--- src/rtl/reg_file_2r1w.sv ---
// Register file: DEPTH x WIDTH storage, one synchronous write port, two combinational read ports.
// Optional hardwired-zero word 0, optional write-to-read bypass, synchronous clear-all.
module reg_file_2r1w #(
    parameter int unsigned WIDTH   = 8,
    parameter int unsigned DEPTH   = 8,
    parameter int unsigned ADDR_W  = 3,
    parameter int unsigned ZERO_R0 = 1,
    parameter int unsigned BYPASS  = 0
) (
    input  logic              clk,
    input  logic              res,
    input  logic              we,
    input  logic              clr,
    input  logic [ADDR_W-1:0] waddr,
    input  logic [WIDTH-1:0]  wdata,
    input  logic [ADDR_W-1:0] raddr_a,
    input  logic [ADDR_W-1:0] raddr_b,
    output logic [WIDTH-1:0]  rdata_a,
    output logic [WIDTH-1:0]  rdata_b
);

    localparam int unsigned NUM_RD = 2;

    logic [WIDTH-1:0]  mem_q [DEPTH];
    logic [WIDTH-1:0]  mem_d [DEPTH];
    logic              wr_valid_c;
    logic              byp_en_c;
    logic [ADDR_W-1:0] raddr_c [NUM_RD];
    logic [WIDTH-1:0]  rdata_c [NUM_RD];

    // Word 0 is never writable when hardwired to zero, so its flops stay at reset value.
    assign wr_valid_c = (32'(waddr) < DEPTH) && !((ZERO_R0 != 0) && (waddr == '0));
    assign byp_en_c   = (BYPASS != 0) && we && !clr && res && wr_valid_c;

    // Per-word hold/load selection; clear wins over write.
    always_comb begin
        for (int unsigned i = 0; i < DEPTH; i++) begin
            mem_d[i] = mem_q[i];
            if (clr) begin
                mem_d[i] = '0;
            end else if (we && wr_valid_c && (32'(waddr) == i)) begin
                mem_d[i] = wdata;
            end
        end
    end

    always_ff @(posedge clk or negedge res) begin
        if (!res) begin
            for (int unsigned i = 0; i < DEPTH; i++) begin
                mem_q[i] <= '0;
            end
        end else begin
            for (int unsigned i = 0; i < DEPTH; i++) begin
                mem_q[i] <= mem_d[i];
            end
        end
    end

    assign raddr_c[0] = raddr_a;
    assign raddr_c[1] = raddr_b;

    // Combinational read mux per port; reset forces zero even on the bypass path.
    for (genvar p = 0; p < NUM_RD; p++) begin : g_rd
        always_comb begin
            rdata_c[p] = '0;
            for (int unsigned i = 0; i < DEPTH; i++) begin
                if (32'(raddr_c[p]) == i) begin
                    rdata_c[p] = mem_q[i];
                end
            end
            if ((ZERO_R0 != 0) && (raddr_c[p] == '0)) begin
                rdata_c[p] = '0;
            end
            if (byp_en_c && (raddr_c[p] == waddr)) begin
                rdata_c[p] = wdata;
            end
            if (!res) begin
                rdata_c[p] = '0;
            end
        end
    end

    assign rdata_a = rdata_c[0];
    assign rdata_b = rdata_c[1];

endmodule

--- config.mk ---
export PLATFORM = sky130hd
export DESIGN_NAME = reg_file_2r1w
export DESIGN_NICKNAME = d
export VERILOG_FILES = /design/src/rtl/reg_file_2r1w.sv
export SDC_FILE = /design/constraint.sdc
export NUM_CORES = 1
export LEC_CHECK = 0
export ABC_AREA = 1
export CAP_MARGIN = 20
export CORE_UTILIZATION = 40
export CTS_CLUSTER_DIAMETER = 30
export DETAILED_ROUTE_END_ITERATION = 8
export SLEW_MARGIN = 30
export SYNTH_ARGS = -nofsm -noshare
export SYNTH_HDL_FRONTEND = slang
export SYNTH_SLANG_ARGS = --single-unit
--- constraint.sdc ---
create_clock -name clk -period 2.57 [get_ports clk]
set_clock_uncertainty 0.2 [all_clocks]
set_input_delay 0.514 -clock clk [delete_from_list [all_inputs] [get_ports clk]]
set_output_delay 0.514 -clock clk [all_outputs]
set_load 0.01 [all_outputs]
==> results.sh <==
export IMPL_status="completed"
export IMPL_dp_cells=614
export IMPL_crit_type="input port to output port"
export IMPL_fin_cells=633
export IMPL_min_path_type="input port to async pin"
export IMPL_hold_viol_final=0
export IMPL_startpoint_type="input port"
export IMPL_vdd_drop_max_uv=254
export IMPL_fmax_mhz=403
export IMPL_slew_viol_final=0
export IMPL_tightest_slew_ps=932
export IMPL_ys_warn_count=0
export IMPL_ant_nets=0
export IMPL_grt_max_degree=57
export IMPL_avgViaCountPerCell=5.39
export IMPL_synth_area_um2=3480
export IMPL_timing_final_ws_setup_ps=90.1
export IMPL_regMostFlops="mem_q"
export IMPL_largest_reg_flops=56
export IMPL_p_per_area_nw_per_um2=469
export IMPL_cp_top_family="buffers and inverters"
export IMPL_insertion_delay_ps=320
export IMPL_synthCells=454
export IMPL_setup_viol=0
export IMPL_top_regs="mem_q (56)"
export IMPL_seq_area_frac_synth=0.403
export IMPL_synth_area_per_cell_um2=7.66
export IMPL_end_kind="output port"
export IMPL_ys_seq_elements=56
export IMPL_ctsHoldBuffers=0
export IMPL_drc=0
export IMPL_cts_tree="yes"
export IMPL_path_max_fanout=8
export IMPL_rsz0062_at_grt="no"
export IMPL_die_w_um=95.2
export IMPL_drt_initial_drc_count=271
export IMPL_cts_max_path_buffers=2
export IMPL_dp_slack_ps=-541
export IMPL_die_area_um2=9070
export IMPL_timing_hold_ws_ps=212
export IMPL_grt_pass1_wl_mm=17.5
export IMPL_synth_nets=475
export IMPL_cts_max_level=2
export IMPL_vias=3415
export IMPL_antennaDiodeCount=0
export IMPL_slew_headroom=0.377
export IMPL_syn2layout_area_growth_pct=24.1
export IMPL_crit_arrival_ps=1770
export IMPL_path_buf_inv=6
export IMPL_io_pins=37
export IMPL_path_cells="dlygate4sd2_1 > buf_6 > clkinv_4 > buf_12 > nand4_1 > nand2_1 > nor2_2 > nand4_1 > nand2_1 > inv_1 > buf_2"
export IMPL_synth_cell_types=28
export IMPL_path_clk_slew_ps=100
export IMPL_cts_root_buf="clkbuf_8"
export IMPL_final_common_cell="nand2_1"
export IMPL_period_minus_slack_ps=2480
export IMPL_grt_pass1_vias=3175
export IMPL_wl_per_cell_um=17.0
export IMPL_cts_buffers=5
export IMPL_track_usage=0.263
export IMPL_drv_cap=0
export IMPL_nets=548
export IMPL_core_area_um2=8300
export IMPL_max_stage_delay_ps=210
export IMPL_antenna_found_initial=0
export IMPL_wl_mm=10.7
export IMPL_power_leakage_nw=2.22
export IMPL_final_cell_mix="116 x nand2_1, 61 x nor2_1, 56 x dfrtp_1"
export IMPL_cts_sinks=56
export IMPL_finalPower_mw=2.02
export IMPL_die_h_um=95.2
export IMPL_io_buffer_count=36
export IMPL_place_area_um2=4140
export IMPL_final_seq_area_um2=1400
export IMPL_rows=33
export IMPL_post_route_period_util=0.965
export IMPL_cp_slowest_cell="dlygate4sd2_1"
export IMPL_multi_input_area_um2=1800
export IMPL_hpwl_mm=7.94
export IMPL_dr_pass1_iters=5
export IMPL_n_fill_cell=851
export IMPL_place_gp_congestion=0.929
export IMPL_stdcell_area_um2=4320
export IMPL_final_layout_size_suffix_gt1_frac=0.248
export IMPL_start_util=0.419
export IMPL_grt_overflow=0
export IMPL_required_ps=1860
worst paths after layout:
kind,from,to,slack [ps],depth (start not counted)
min in group clk,mem_q[7],mem_q[7],350,1
hold reg to reg,mem_q[7],mem_q[7],350,1
max in group asynchronous,res,mem_q[36],1490,2
setup reg to reg,mem_q[50],mem_q[50],1570,1
setup / recovery,raddr_b[0],rdata_b[2],90,11
hold / removal,res,mem_q[44],210,2
layer usage:
layer | routed length [um] | vias to the layer above | share of wire | global-route usage
li1 | - | 1659 | - | -
met1 | 5210 | 1584 | 0.49 | 0.389
met2 | 4560 | 148 | 0.42 | 0.406
met3 | 633 | 24 | 0.059 | 0.0239
met4 | 334 | 0 | 0.031 | 0.0808
met5 | 0 | - | 0 | 0
layout make-up:
class | count | area share
well taps | 105 | 0.0304
inverters | 49 | 0.0461
flip-flops and latches | 56 | 0.325
multi-input cells | 331 | 0.417
clock buffers | 5 | 0.0159
clock inverters | 3 | 0.00580
repair buffers | 84 | 0.160
synthesized netlist by cell type, drive strengths merged:
master,count,area (um^2)
buf,14,87.6
clkbuf,4,35.0
clkinv,3,16.3
dfrtp,56,1400
inv,46,183
mux2,24,270
nand2,121,467
nand3,22,120
nand4,49,307
nor2,76,288
nor3,2,26.3
o211ai,16,120
o21ai,19,114
o31ai,2,42.5
cell families (layout without fill, tap and decap cells):
kind of cell,Yosys count,after routing,share of synthesized area
AND/OR/NAND/NOR,270,270,0.347
buffers and inverters,67,141,0.0925
flip-flops,56,56,0.403
AO/OA/AOI/OAI,37,37,0.0795
multiplexers,24,24,0.0777
metrics by stage:
| step | utilization | TNS [ps] |
|---|---|---|
| 2_1_floorplan | - | 0 |
| 3_3_place_gp | 0.499 | -7990 |
| 3_5_place_dp | 0.499 | -8280 |
| 4_1_cts | 0.521 | 0 |
| 5_1_grt | 0.520 | 0 |
| 6_report | 0.520 | 0 |
repair_timing:
item | CTS | global route
pin swaps | 26 | 5
buffers inserted | 11 | 0
endpoints found under the setup margin | 16 | 14
cloned | 0 | 0
endpoints found under the hold margin | 0 | 0
gates resized for setup | 73 | 12
power by group:
group          internal [mW]  switching, mW
Combinational          0.196          0.271
Sequential             0.958         0.0710
Clock                  0.202          0.327
Total                   1.36          0.670
No activity file was read; power rests on OpenSTA's default activity.
